$ cat src/rtl/vvp_pkg.sv
// Shared definitions for the vector-vector product sequencer: vvp modes,
// sequencer states and the vvp result-width helper.
package vvp_pkg;

  localparam logic [1:0] MODE_PM1  = 2'b00;
  localparam logic [1:0] MODE_P1   = 2'b01;
  localparam logic [1:0] MODE_M1   = 2'b10;
  localparam logic [1:0] MODE_ZERO = 2'b11;

  typedef enum logic [2:0] {
    IDLE,
    RUN,
    LAST,
    OUT,
    FIN
  } state_t;

  // Width of the signed vvp sum for an N-wide product.
  function automatic int vvp_sw(input int n);
    return $clog2(n) + 2;
  endfunction

endpackage

$ cat src/rtl/vvp_seq_acc.sv
// Row accumulator: sign-extends the vvp result and either loads it (first
// tile of a row), adds it, or holds. Wraps modulo 2^ACC_W.
module vvp_seq_acc
  import vvp_pkg::*;
#(
  parameter int SW    = vvp_sw(64),
  parameter int ACC_W = 24
) (
  input  logic             clk,
  input  logic             rst,
  input  logic             load,
  input  logic             add,
  input  logic [SW-1:0]    s,
  output logic [ACC_W-1:0] acc
);

  function automatic logic signed [ACC_W-1:0] sext(input logic [SW-1:0] v);
    return {{(ACC_W-SW){v[SW-1]}}, v};
  endfunction

  logic signed [ACC_W-1:0] acc_p2;

  // Stage p2: running sum, one cycle behind the vvp result.
  always_ff @(posedge clk or posedge rst) begin
    if (rst) begin
      acc_p2 <= '0;
    end else if (load) begin
      acc_p2 <= sext(s);
    end else if (add) begin
      acc_p2 <= acc_p2 + sext(s);
    end
  end

  assign acc = acc_p2;

endmodule

$ cat src/rtl/vvp_seq.sv
// Matrix-vector job sequencer: walks rows x tiles through the weight/data
// memories, accumulates vvp results per row and emits one sum per row.
module vvp_seq
  import vvp_pkg::*;
#(
  parameter int N       = 64,
  parameter int ROWS_W  = 8,
  parameter int TILES_W = 8,
  parameter int ACC_W   = 24,
  parameter int WADDR_W = 10,
  parameter int DADDR_W = 8
) (
  input  logic                   clk,
  input  logic                   rst,
  input  logic                   start,
  input  logic [1:0]             cfg_mode,
  input  logic [ROWS_W-1:0]      cfg_rows,
  input  logic [TILES_W-1:0]     cfg_tiles,
  input  logic [WADDR_W-1:0]     cfg_wbase,
  input  logic [DADDR_W-1:0]     cfg_dbase,
  output logic                   busy,
  output logic                   done,
  output logic [1:0]             vvp_mode,
  output logic                   w_rd_en,
  output logic [WADDR_W-1:0]     w_addr,
  output logic                   d_rd_en,
  output logic [DADDR_W-1:0]     d_addr,
  input  logic [vvp_sw(N)-1:0]   vvp_s,
  output logic                   out_valid,
  input  logic                   out_ready,
  output logic [ACC_W-1:0]       out_data,
  output logic [ROWS_W-1:0]      out_row
);

  localparam int SW = vvp_sw(N);

  if (ACC_W < SW + TILES_W) begin : g_acc_w_check
    $error("vvp_seq: ACC_W must be at least SW + TILES_W");
  end

  state_t               state;
  logic                 rd_en;
  logic [ROWS_W-1:0]    row;
  logic [TILES_W-1:0]   tile;
  logic [ROWS_W-1:0]    rows_r;
  logic [TILES_W-1:0]   tiles_r;
  logic [DADDR_W-1:0]   dbase_r;
  logic                 vld_p1;
  logic                 first_p1;

  // Stage p0: control FSM and address issue. The weight pointer keeps
  // running across rows; the data pointer restarts at dbase for each row.
  always_ff @(posedge clk or posedge rst) begin
    if (rst) begin
      state     <= IDLE;
      busy      <= 1'b0;
      done      <= 1'b0;
      vvp_mode  <= MODE_ZERO;
      rd_en     <= 1'b0;
      w_addr    <= '0;
      d_addr    <= '0;
      out_valid <= 1'b0;
      row       <= '0;
      tile      <= '0;
      rows_r    <= '0;
      tiles_r   <= '0;
      dbase_r   <= '0;
      vld_p1    <= 1'b0;
      first_p1  <= 1'b0;
    end else begin
      done     <= 1'b0;
      vld_p1   <= rd_en;
      first_p1 <= rd_en && (tile == '0);
      case (state)
        IDLE: begin
          if (start) begin
            vvp_mode <= cfg_mode;
            rows_r   <= cfg_rows;
            tiles_r  <= cfg_tiles;
            dbase_r  <= cfg_dbase;
            busy     <= 1'b1;
            row      <= '0;
            tile     <= '0;
            if (cfg_rows == '0 || cfg_tiles == '0) begin
              state <= FIN;
            end else begin
              state  <= RUN;
              rd_en  <= 1'b1;
              w_addr <= cfg_wbase;
              d_addr <= cfg_dbase;
            end
          end
        end
        RUN: begin
          if (tile == tiles_r - TILES_W'(1)) begin
            state <= LAST;
            rd_en <= 1'b0;
          end else begin
            tile   <= tile + TILES_W'(1);
            w_addr <= w_addr + WADDR_W'(1);
            d_addr <= d_addr + DADDR_W'(1);
          end
        end
        LAST: begin
          state     <= OUT;
          out_valid <= 1'b1;
        end
        OUT: begin
          if (out_ready) begin
            out_valid <= 1'b0;
            if (row == rows_r - ROWS_W'(1)) begin
              state <= FIN;
            end else begin
              row    <= row + ROWS_W'(1);
              tile   <= '0;
              state  <= RUN;
              rd_en  <= 1'b1;
              w_addr <= w_addr + WADDR_W'(1);
              d_addr <= dbase_r;
            end
          end
        end
        FIN: begin
          done  <= 1'b1;
          busy  <= 1'b0;
          state <= IDLE;
        end
        default: state <= IDLE;
      endcase
    end
  end

  assign w_rd_en = rd_en;
  assign d_rd_en = rd_en;
  assign out_row = row;

  // Stage p1 -> p2: the vvp result of the previous cycle's issue is
  // folded into the row accumulator.
  vvp_seq_acc #(
    .SW    (SW),
    .ACC_W (ACC_W)
  ) u_acc (
    .clk  (clk),
    .rst  (rst),
    .load (vld_p1 && first_p1),
    .add  (vld_p1 && !first_p1),
    .s    (vvp_s),
    .acc  (out_data)
  );

endmodule

$ cat config.mk
export PLATFORM = sky130hd
export DESIGN_NAME = vvp_seq
export DESIGN_NICKNAME = d
export VERILOG_FILES = /design/src/rtl/vvp_pkg.sv /design/src/rtl/vvp_seq_acc.sv /design/src/rtl/vvp_seq.sv
export SDC_FILE = /design/constraint.sdc
export NUM_CORES = 1
export LEC_CHECK = 0
export CORE_UTILIZATION = 40
export CTS_CLUSTER_DIAMETER = 150
export DETAILED_ROUTE_END_ITERATION = 16
export SKIP_LAST_GASP = 1
export SYNTH_ARGS = -nofsm -noshare
export SYNTH_HDL_FRONTEND = slang
export SYNTH_SLANG_ARGS = --single-unit
$ cat constraint.sdc
create_clock -name clk -period 8.65 [get_ports clk]
set_clock_uncertainty 0.1 [all_clocks]
set_input_delay 1.73 -clock clk [delete_from_list [all_inputs] [get_ports clk]]
set_output_delay 1.73 -clock clk [all_outputs]
set_load 0.01 [all_outputs]
==> summary.md, run 1 <==
| Metric | Value |
|---|---|
| Achievable Freq | `around 200 MHz` |
| Leading area contributor after synthesis | `dfrtp_1` |
| CTS root buf | `clkbuf_16` |
| Largest net degree at the start of global routing | `57` |
| Setup crit end kind | `flip-flop` |
| CP Launch Type | `input pin` |
| Total Nets Final | `roughly 800` |
| Cells after synthesis | `644` |
| GP Congestion | `between 0.9 and 1` |
| Outcome | `completed` |
| Post-CTS setup buffers | `0` |
| Clk slew on worst S/H paths | `~0.07 ns` |
| DPL Wire Length | `between 10000 and 15000 um` |
| Slew margin rel. | `30.4%` |
| First drt pass iteration count | `5` |
| All-Layer GR Usage | `around 20%` |
| Initial core utilization | `roughly two fifths` |
| Primary FF master, synth | `dfrtp_1` |
| First-pass GRT wire length | `between 20000 and 25000 um` |
| Worst R2R Start | `u_acc.acc[0]` |
| Syn_nets | `723` |
| Unrepaired setup endpoints after global routing | `false` |
| Final core utilization | `around 52%` |
| DR DRC count | `0` |
| Routed length per instance | `about 15 um` |
| CORE AREA | `0.0140 mm2` |
| Final hold viol count | `0` |
| Layout cells sized above 1 | `between 7 and 8%` |
| Layout Area Growth over Synthesis | `25.7%` |
| Initial antenna violation count | `0` |
| Hold buffer count at cts | `0` |
| Async SR Flop Fraction | `100%` |
| # setup viols final | `0` |
| CTS Buf Count | `9` |
| Number of global-route vias before repair | `~5000` |
| CTS tree | `built` |
| Post-Route WL | `around 14000 um` |
| Arr. time, crit path | `between 5 and 6 ns` |
| Post-Syn Area per Cell | `9.03 um2` |
| Setup tns final | `0 ns` |
| Most frequent cells in the layout | `clkdlybuf4s50_1 (104), dfrtp_1 (91), nor2_1 (72), a21oi_1 (56), nand2_1 (53)` |
| First DRT Iteration DRCs | `approximately 250` |
| Synth Register Bits | `between 90 and 100` |
| Leak pwr | `roughly 3.1 nW` |
| Clock Latency Late Sink | `between 0.3 and 0.4 ns` |
| Vias post-DR | `around 5000` |
| Worst slew pin tran | `~1.0 ns` |
| Non-Filler Instances | `~900` |
| # IOs | `around 110` |
| Hold path startpoint | `dbase_r[4]` |
| Hold EP | `dbase_r[4]` |
| Most common cell after layout, fill and taps aside | `clkdlybuf4s50_1` |
| # H-tree levels | `3` |
| Max Fanout on Critical Path | `22` |
| Die area | `~0.015 mm2` |
| RR Endpoint | `u_acc.acc[22]` |
| Max-Cap Viols | `0` |
| Worst setup startpoint | `vvp_s[7]` |
| Dpl cells | `just over 900` |
| Port-buffer cells | `roughly 100` |
| Diode count | `0` |
| Hold WC Path Type | `flip-flop to flip-flop` |
| Worst setup margin | `around 3.6 ns` |
| Synthesis Warnings | `0` |
| Filler Cell Count | `roughly 1300` |
| Post-synth EDFFs | `0` |
| Routed Antenna Nets | `0` |
| Gates resized, CTS repair | `0` |
| Netlist cell types | `64` |
| Via density | `5.39` |
| Setup CP Type | `input pin to flip-flop` |
| Worst-case reg-to-reg path depth | `11` |
| Post-Syn Area | `about 0.0058 mm2` |
| Final-report max-slew violation count | `0` |
| Yosys top cell area share | `between 30% and 40%` |
| Power Density | `just under 400 mW/mm2` |
| Max Buffers Root-to-Sink | `2` |
| Hold path cells | `1` |
| # rows | `between 40 and 50` |
| Critical Path RT | `approximately 9 ns` |
| Period utilisation layout | `approximately three fifths` |
| Sequential share of the synthesized area | `40.1%` |
| Grt ovf | `0` |
| Pre-CTS setup slack | `~3.3 ns` |
| Max IR drop VDD | `~0.15 mV` |
| Clock sink count | `93` |
| Area contributors post-synth | `dfrtp_1 (39%), ha_1 (6.5%), a21oi_1 (4.8%), nor2_1 (4.6%), mux2_2 (4.5%)` |
| Die W | `roughly 120 um` |
| R2r setup slk | `approximately 5 ns` |
| Chip Height | `123 um` |
| Min Clock Period, post-route | `a little over 5 ns` |
-- how the worst max path moves through the flow --
stage                         end  slack (ns)
finish              u_acc.acc[22]        3.62
floorplan           u_acc.acc[22]        4.22
detailed placement  u_acc.acc[22]        3.29
global placement    u_acc.acc[22]        3.33
global route        u_acc.acc[22]        3.44
CTS                 u_acc.acc[22]        3.66
-- cells in the mapped netlist (5+ instances only) --
library cell	instances
a211oi_1	8
a21o_1	7
a21oi_1	56
a31oi_1	10
and3_1	8
clkbuf_1	17
dfrtp_1	91
ha_1	30
inv_1	25
mux2_2	23
mux2i_1	5
nand2_1	53
nand2b_1	5
nand3_1	19
nand4_1	7
nor2_1	72
nor3_1	15
nor4_1	6
o211ai_1	8
o21a_1	11
o21ai_0	41
o22a_1	5
o22ai_1	5
or3_1	5
xnor2_1	23
xor2_1	27
-- flip-flops by register name (all words and copies together), names as in the netlist, 2 cells and up --
signal	flops
tile	8
rows_r	8
tiles_r	8
vvp_mode	2
u_acc.acc	24
w_addr	10
out_row	8
d_addr	8
dbase_r	8
state	3
-- per-stage QoR --
step | area [um2] | hold slack, ns | total power [mW]
final | 7310 | 0.411 | 2.90
after global routing | 7310 | 0.437 | 3.19
after CTS | 7310 | 0.413 | 2.93
after detailed placement | 7010 | 0.397 | 2.52
after global placement | 7010 | 0.391 | 2.47
after floorplan | 5820 | 0.375 | 2.01
-- cells by family (layout without fill, tap and decap cells) --
| logic type | Yosys count | count (layout) | share of synthesized area (%) |
|---|---|---|---|
| simple gates | 213 | 213 | 17.3 |
| mux | 30 | 30 | 5.77 |
| flops | 93 | 93 | 40.1 |
| fa+ha+maj | 31 | 31 | 6.80 |
| buf+inv | 50 | 150 | 3.53 |
| compound gates | 177 | 177 | 19.0 |
| xor+xnor | 50 | 50 | 7.53 |
-- per-layer routing --
metal  share of wire, %  track usage (%)  up-vias
met5                  0                0        -
met4                1.5             7.24        0
met3                5.3             5.39       12
met2                 48             33.2      102
met1                 45             25.0     2370
li1                   -                -     2498
-- cell type report --
cell class	count	area, um2	share of cell area [%]
multi-input cells	501	3280	44.9
flip-flops and latches	93	2330	31.9
repair buffers	109	1080	14.8
clock buffers	10	229	3.13
well taps	180	225	3.08
inverters	25	95.1	1.30
clock inverters	6	70.1	0.959
-- worst max-delay path, stage by stage --
cell and delay, ns:
clkdlybuf4s50_1 1.07, ha_1 0.40, a21oi_1 0.16, o21ai_0 0.15
a2111oi_0 0.58, nor3_1 0.14, a311oi_1 0.32, a211o_1 0.21
o21ai_0 0.11, xnor2_1 0.16, o221ai_1 0.11
-- where the power goes --
part / switching [mW] / leakage [nW] / internal [mW]
logic: 0.804 / 1.85 / 0.831
registers: 0.217 / 1.11 / 0.648
clock network: 0.177 / 0.147 / 0.227
total: 1.20 / 3.11 / 1.71
(Power assumes the default switching activity.)
==> inputs of run 2 (changes only) <==
PLACE_DENSITY = 0.66   (was unset)
clock period = 4.1 ns   (was 8.65 ns; I/O delays follow)
==> run 2 against run 1 <==
Non-clock buffer count rose by 10; sequential power up 110%; design area rose by 1.2%; critical path type unchanged; cell count is 1.1% higher; critical path depth increased by 2.
==> summary.md, run 2 (synthesized netlist as in run 1, its figures left out) <==
| Metric | Value |
|---|---|
| Routed length per instance | `15.0 um (-0.28%)` |
| CTS tree | `built` |
| Routed Antenna Nets | `0 (unchanged)` |
| Setup crit end kind | `flip-flop` |
| Vias post-DR | `5098 (+2.3%)` |
| Max-Cap Viols | `0 (unchanged)` |
| Layout cells sized above 1 | `8.62% (+1.2 points)` |
| CP Launch Type | `input pin` |
| Largest net degree at the start of global routing | `94 (+65%)` |
| Filler Cell Count | `1291 (+0.62%)` |
| Final hold viol count | `0 (unchanged)` |
| Achievable Freq | `approximately 260 MHz` |
| Number of global-route vias before repair | `4921 (-1.3%)` |
| Most frequent cells in the layout | `clkdlybuf4s50_1 (104), dfrtp_1 (91), nor2_1 (72), a21oi_1 (56), nand2_1 (53)` |
| GP Congestion | `0.865 (-5.2%)` |
| Dpl cells | `918 (+1.1%)` |
| Worst slew pin tran | `0.653 ns (-0.386 ns)` |
| Max Buffers Root-to-Sink | `2 (unchanged)` |
| CORE AREA | `0.0140 mm2 (unchanged)` |
| CTS Buf Count | `9 (unchanged)` |
| Final-report max-slew violation count | `0 (unchanged)` |
| Hold buffer count at cts | `0 (unchanged)` |
| DR DRC count | `0 (unchanged)` |
| Max IR drop VDD | `0.413 mV (+170%)` |
| # IOs | `105 (unchanged)` |
| Non-Filler Instances | `934 (+1.1%)` |
| Clock Latency Late Sink | `0.35 ns (about the same)` |
| Arr. time, crit path | `3.94 ns (-1.21 ns)` |
| Port-buffer cells | `104 (unchanged)` |
| Post-CTS setup buffers | `0 (unchanged)` |
| Setup tns final | `0 ns (unchanged)` |
| Total Nets Final | `828 (+1.2%)` |
| Initial core utilization | `41.4% (unchanged)` |
| Number of flip-flops in the largest register | `24 (unchanged)` |
| Clk slew on worst S/H paths | `0.07 ns (about the same)` |
| Slew margin rel. | `56.1% (+26 points)` |
| Initial antenna violation count | `0 (unchanged)` |
| Leak pwr | `3.16 nW (+1.6%)` |
| Post-Route WL | `14000 um (+0.80%)` |
| # H-tree levels | `3 (unchanged)` |
| DPL Wire Length | `10300 um (+2.3%)` |
| Clock sink count | `93 (unchanged)` |
| Diode count | `0 (unchanged)` |
| Setup CP Type | `input pin to flip-flop` |
| First DRT Iteration DRCs | `277 (+11%)` |
| Critical Path RT | `4.21 ns (-4.56 ns)` |
| Chip Height | `123 um (unchanged)` |
| First drt pass iteration count | `4 (-1)` |
| Hold WC Path Type | `flip-flop to flip-flop` |
| # rows | `43 (unchanged)` |
| Most common cell after layout, fill and taps aside | `clkdlybuf4s50_1` |
| All-Layer GR Usage | `19.7% (-0.35 points)` |
| Total power | `6.20 mW (+110%)` |
| # setup viols final | `0 (unchanged)` |
| Layout Area Growth over Synthesis | `27.2%` |
| Power Density | `838 mW/mm2 (+110%)` |
| Die area | `0.0150 mm2 (unchanged)` |
| First-pass GRT wire length | `23200 um (-1.9%)` |
| Max Fanout on Critical Path | `3 (-86%)` |
| Via density | `5.46 (+1.2%)` |
| Die W | `123 um (unchanged)` |
| Gates resized, CTS repair | `0 (unchanged)` |
| Min Clock Period, post-route | `between 3 and 4 ns` |
| Unrepaired setup endpoints after global routing | `false` |
| Grt ovf | `0 (unchanged)` |
| Outcome | `completed` |
| Period utilisation layout | `between 90 and 100%` |
| CTS root buf | `clkbuf_16` |
==> run 2: changes by cell type in the layout (fill, tap and decap cells not counted) <==
cell / change
clkinvlp_4: +1
buf_12: +1
clkinv_4: -1
buf_4: +9
==> run 2: where the power goes <==
group	switching (mW)	internal, mW	leakage, nW
clock	0.369	0.477	0.143
combinational	1.71	1.81	1.91
sequential	0.467	1.37	1.11
total	2.55	3.65	3.16
==> run 2: path summary, 6_finish.rpt <==
kind                            start       endpoint  slack (ns)  cells after the start
max                          vvp_s[0]  u_acc.acc[22]        0.27                     13
min                        dbase_r[1]     dbase_r[1]        0.41                      1
max reg2reg                tiles_r[0]      w_addr[8]        0.70                     12
min reg2reg                dbase_r[1]     dbase_r[1]        0.41                      1
max in group asynchronous         rst  u_acc.acc[23]        2.70                      3
min in group asynchronous         rst   u_acc.acc[1]        0.80                      3
==> run 2: metrics by stage <==
step | utilization, % | area (um2) | setup slack, ns | hold slack (ns)
2_1_floorplan | - | 5820 | 0.579 | 0.375
3_3_place_gp | 50.5 | 7100 | -0.0552 | 0.390
3_5_place_dp | 50.5 | 7100 | -0.0800 | 0.396
4_1_cts | 52.7 | 7390 | 0.273 | 0.413
5_1_grt | 52.7 | 7390 | 0.0605 | 0.430
6_report | 52.7 | 7390 | 0.268 | 0.410
==> run 2: critical path: stages <==
cell             delay, ns
clkdlybuf4s50_1       0.43
ha_1                  0.24
fa_1                  0.43
a211oi_1              0.32
o211ai_1              0.17
a2111oi_0             0.42
buf_4                 0.18
nor3_1                0.05
a311oi_1              0.29
a211o_1               0.22
o21ai_0               0.11
xnor2_1               0.14
o221ai_1              0.12
==> run 2: layout make-up <==
class	count	area [um2]	share of cell area [%]
multi-input combinational	501	3280	44.4
sequential	93	2330	31.5
timing repair buffer	119	1170	15.8
clock buffer	10	229	3.10
tap	180	225	3.05
inverter	25	95.1	1.29
clock inverter	6	68.8	0.931
==> run 2: per-layer routing <==
layer  global-route usage, %  vias up  part of all wire (%)
met5                       0        -                     0
met4                    5.79        0                   1.2
met3                    5.44       12                   4.9
met2                    33.7      114                    49
met1                    24.1     2448                    45
li1                        -     2524                     -
==> variant 1, RTL diff (config.mk and constraints of run 1) <==
Make the reset (`rst`) synchronous in 2 clocked blocks.
--- a/src/rtl/vvp_seq_acc.sv
+++ b/src/rtl/vvp_seq_acc.sv
@@ -21,7 +21,7 @@
   logic signed [ACC_W-1:0] acc_p2;
 
   // Stage p2: running sum, one cycle behind the vvp result.
-  always_ff @(posedge clk or posedge rst) begin
+  always_ff @(posedge clk) begin
     if (rst) begin
       acc_p2 <= '0;
     end else if (load) begin
--- a/src/rtl/vvp_seq.sv
+++ b/src/rtl/vvp_seq.sv
@@ -50,7 +50,7 @@
 
   // Stage p0: control FSM and address issue. The weight pointer keeps
   // running across rows; the data pointer restarts at dbase for each row.
-  always_ff @(posedge clk or posedge rst) begin
+  always_ff @(posedge clk) begin
     if (rst) begin
       state     <= IDLE;
       busy      <= 1'b0;
Check against the original RTL: differs if rst is asserted again (counterexample within 4 cycles, from zero or initial values and one cycle with rst high); with rst held inactive, the same outputs for 10 cycles.
==> variant 1 against run 1 <==
Worst setup slack lost 0.11 ns; maximum frequency fell by 2.2%; count of clock-buffer cells in the layout grew 2; routed wire length grew 13%; final area shrank 0.87%; worst hold slack got worse by 0.056 ns; sequential cell count did not move; non-clock buffer count increased by 1; critical path type unchanged; critical path depth stayed put; sequential share of layout area is 6.2 points lower; area after synthesis decreased by 1.2%.
Power is not compared: it rests on default switching activity, and its combinational part moved more than twofold at a synthesized area within 25%.
==> variant 1: results (changes against run 1) <==
Status = finished, final reports clean
First-pass GRT wire length = 25800 um (+9.2%)
Slew @ Worst Pin = 0.908 ns (-0.131 ns)
Placed inst area = 6900 um^2 (-1.5%)
Met1 usage = 0.291 (+0.0407)
Share of cells above drive strength 1 = 0.0420 (-0.0320)
Max stage delay on crit path = 0.89 ns (-0.18 ns)
Commonest cells in the netlist = nand2_1 (103), dfxtp_1 (93), nor2_1 (88)
Post-synthesis sequential area ratio = 0.324 (-0.0765)
Synthesized Nets = 826 (+14%)
Total Routing Usage GR = 0.217 (+0.0163)
CP delay by family, top = compound AO/OA/AOI/OAI gates
FMAX = 195 MHz (-2.2%)
Layout Cells excl Fill = 1014 (+9.7%)
Pin count of the biggest net entering global routing = 74 (+30%)
Share of flip-flops with an asynchronous set or reset = 0 (-1.00)
RePlAce Congestion = 0.845 (-7.4%)
Post-Place Setup Slack = 3.22 ns (-0.0786 ns)
GRT met2 Usage = 0.357 (+0.0245)
Final #Nets = 908 (+11%)
Hold Slack = 0.356 ns (-0.0556 ns)
Met3 usage = 0.0318 (-0.0221)
DP HPWL = 11100 um (+9.5%)
Area contributors post-synth = dfxtp_1 (32%), nand2_1 (6.7%), a21oi_1 (6.7%)
First-iteration detailed-routing DRC count = 334 (+34%)
## variant 1: layout make-up
cell class	instances	area, um^2
timing repair buffer	110	1080
clock buffer	12	246
multi-input combinational	598	3670
inverter	17	63.8
sequential	93	1860
fill	1363	6690
clock inverter	4	95.1
tap	180	225
## variant 1: report_power, final
group	switching (mW)	leakage (nW)	internal [mW]	total, mW
Clock	0.172	0.167	0.291	0.462
Combinational	0.241	1.89	0.210	0.452
Sequential	0.0521	0.762	0.472	0.524
Total	0.465	2.82	0.973	1.44
## variant 1: worst paths after layout
check,start,end,depth (start not counted)
setup / recovery,vvp_s[7],u_acc.acc[23],11
setup reg to reg,u_acc.acc[2],u_acc.acc[23],10
hold reg to reg,dbase_r[1],dbase_r[1],2
hold / removal,dbase_r[1],dbase_r[1],2
## variant 1: tightest hold or removal path: cells and delay by family, from the launching register on
family	cells	cell delay, ns
AO/OA/AOI/OAI	1	0.05
flip-flops	1	0.31
AND/OR/NAND/NOR	1	0.05
## variant 1: routing by layer
layer | up-vias | share of wire
met5 | - | 0
met4 | 0 | 0.0092
met3 | 13 | 0.040
met2 | 133 | 0.47
met1 | 2658 | 0.48
li1 | 2839 | -
## variant 1: cell families after synthesis
family	share of synthesized area
flops	0.324
simple gates	0.242
compound gates	0.233
xor+xnor	0.0802
buf+inv	0.0379
mux	0.0142
fa+ha+maj	0.0688
==> variant 2, RTL diff (settings of run 1) <==
Without the edit above. Change the parameter `TILES_W` from 8 to 6.
--- a/src/rtl/vvp_seq.sv
+++ b/src/rtl/vvp_seq.sv
@@ -5,7 +5,7 @@
 #(
   parameter int N       = 64,
   parameter int ROWS_W  = 8,
-  parameter int TILES_W = 8,
+  parameter int TILES_W = 6,
   parameter int ACC_W   = 24,
   parameter int WADDR_W = 10,
   parameter int DADDR_W = 8
Interface: changed (resized cfg_tiles); port bits go from 105 to 103. The function was not compared with the original's and may differ.
==> variant 2 against run 1 <==
Final area down 0.24%; utilization up 0.28 points; sequential cell count fell by 4; worst setup slack improved by 0.025 ns; area after synthesis decreased by 1.1%; routed wire length up 6.8%; total power grew 2.6%; register-to-register slack lost 0.09 ns; sequential share of layout area fell by 1.3 points; count of clock-buffer cells in the layout is the same; critical path depth decreased by 1; combinational power rose by 2%; largest cell class unchanged.
==> variant 2: results (changes against run 1) <==
Adder-Cell Fraction of Synth Area = 0.0687 (+0.000724)
Dpl cells = 901 (-0.77%)
Syn avg cell area = 9.01 um^2 (-0.28%)
Post-synth top flop = dfrtp_1
Flop2flop setup slack = 4.98 ns (-0.09 ns)
Post-route setup slack = 3.65 ns (+0.0245 ns)
Drt total wl = 14900 um (+6.8%)
Multiplexer area fraction after synthesis = 0.0554 (-0.00221)
WL/cell = 16.2 um (+7.8%)
Clock Path Buffers = 2 (unchanged)
Htree depth = 3 (unchanged)
Share of flip-flops with an asynchronous set or reset = 1.00 (unchanged)
Commonest cells in the netlist = dfrtp_1 (87), a21oi_1 (54), nand2_1 (52)
Max FFs per register = 24 (unchanged)
Drt pass-1 iters = 5 (unchanged)
Slowest stage cell, crit path = clkdlybuf4s50_1
Vias in the first global route = 5224 (+4.7%)
P_leak = 3.04 nW (-2.3%)
Status = finished, final reports clean
Final #Nets = 809 (-1.1%)
Root Buffer = clkbuf_16
Input/output buffers = 102 (-1.9%)
Clk_lat worst skew = 0.35 ns
# Max-Cap Violations = 0 (unchanged)
First-iteration detailed-routing DRC count = 380 (+53%)
Initial antenna violation count = 0 (unchanged)
Sw frac = 0.417 (+0.00444)
Total Routing Usage GR = 0.212 (+0.0116)
Worst EP arrival = 5.11 ns (-0.04 ns)
Post-synthesis sequential area ratio = 0.387 (-0.0131)
Synth Area in Compound Gates = 0.239 (+0.0490)
Ys Warns = 0 (unchanged)
Ant diodes = 0 (unchanged)
Pin count of the biggest net entering global routing = 66 (+16%)
Crit end category = flop
RePlAce Congestion = 0.868 (-4.9%)
Synthesized Nets = 716 (-0.97%)
Area contributors post-synth = dfrtp_1 (38%), ha_1 (6.5%), a21oi_1 (4.7%)
Clk slew on worst S/H paths = 0.06 ns
Xor/xnor share of the synthesized area = 0.0518 (-0.0236)
Fillers = 1297 (+1.1%)
Via density = 5.71 (+5.9%)
Antenna-violating nets left = 0 (unchanged)
Setup Buffers After CTS = 0 (unchanged)
Hold crit path type = reg -> reg
Hold Slack = 0.410 ns (-0.000995 ns)
Share of cells above drive strength 1 = 0.0761 (+0.00216)
# resized after CTS = 0 (unchanged)
DP HPWL = 10700 um (+5.9%)
Slew margin rel. = 0.232 (-0.0724)
CP Max Fanout = 22 (unchanged)
First-pass GRT wire length = 25100 um (+6.2%)
Max stage delay on crit path = 1.09 ns (+0.02 ns)
Yosys cell types = 61 (-4.7%)
Num CTS Buffers = 9 (unchanged)
Worst VDD drop = 0.167 mV (+11%)
Post-Place Setup Slack = 3.33 ns (+0.0331 ns)
-- variant 2: cell count changes after synthesis, moves of 6 or more --
cell / change
nand3_1: +9
nor2_1: -21
o21bai_1: +6
o311ai_0: +7
o31ai_1: +6
xor2_1: -11
-- variant 2: path summary, 6_finish.rpt --
path                            start            end  cells past startpoint
min in group asynchronous         rst      w_addr[7]                      2
max                          vvp_s[7]  u_acc.acc[23]                     10
max in group asynchronous         rst     tiles_r[0]                      3
max reg2reg                  state[2]      w_addr[0]                      6
min reg2reg                dbase_r[6]     dbase_r[6]                      1
min                        dbase_r[6]     dbase_r[6]                      1
-- variant 2: through the flow --
stage	total power, mW	cell area (um^2)
2_1_floorplan	1.99	5750
3_3_place_gp	2.48	6950
3_5_place_dp	2.53	6950
4_1_cts	3.00	7290
5_1_grt	3.25	7290
6_report	2.98	7290
-- variant 2: worst reg2reg max path, cell delays in order, from the launching register on --
cell and delay [ns]:
dfrtp_1 0.56, nand2b_1 0.60, nor2_1 0.32, a21bo_2 0.32, nor2_1 0.88, nand2_1 0.44, o31ai_1 0.35
-- variant 2: power by group through the flow --
stage               logic (mW)  clock network [mW]  registers [mW]
floorplan                 1.16                   0           0.823
global placement          1.64                   0           0.842
detailed placement        1.68                   0           0.850
CTS                       1.69               0.469           0.845
global route              1.88               0.485           0.882
finish                    1.68               0.456           0.846
-- variant 2: cell type report --
type                    count  share of cell area
multi-input cells         497               0.456
flip-flops and latches     89               0.306
well taps                 180              0.0309
clock buffers              10              0.0328
clock inverters             5              0.0142
repair buffers            107               0.145
inverters                  28              0.0146
-- variant 2: per-layer routing --
layer  global-route usage  vias up  routed length [um]
met1                0.276     2531                6840
met4               0.0671        0                 185
li1                     -     2559                   -
met2                0.358      126                7240
met5                    0        -                   0
met3               0.0356       15                 611
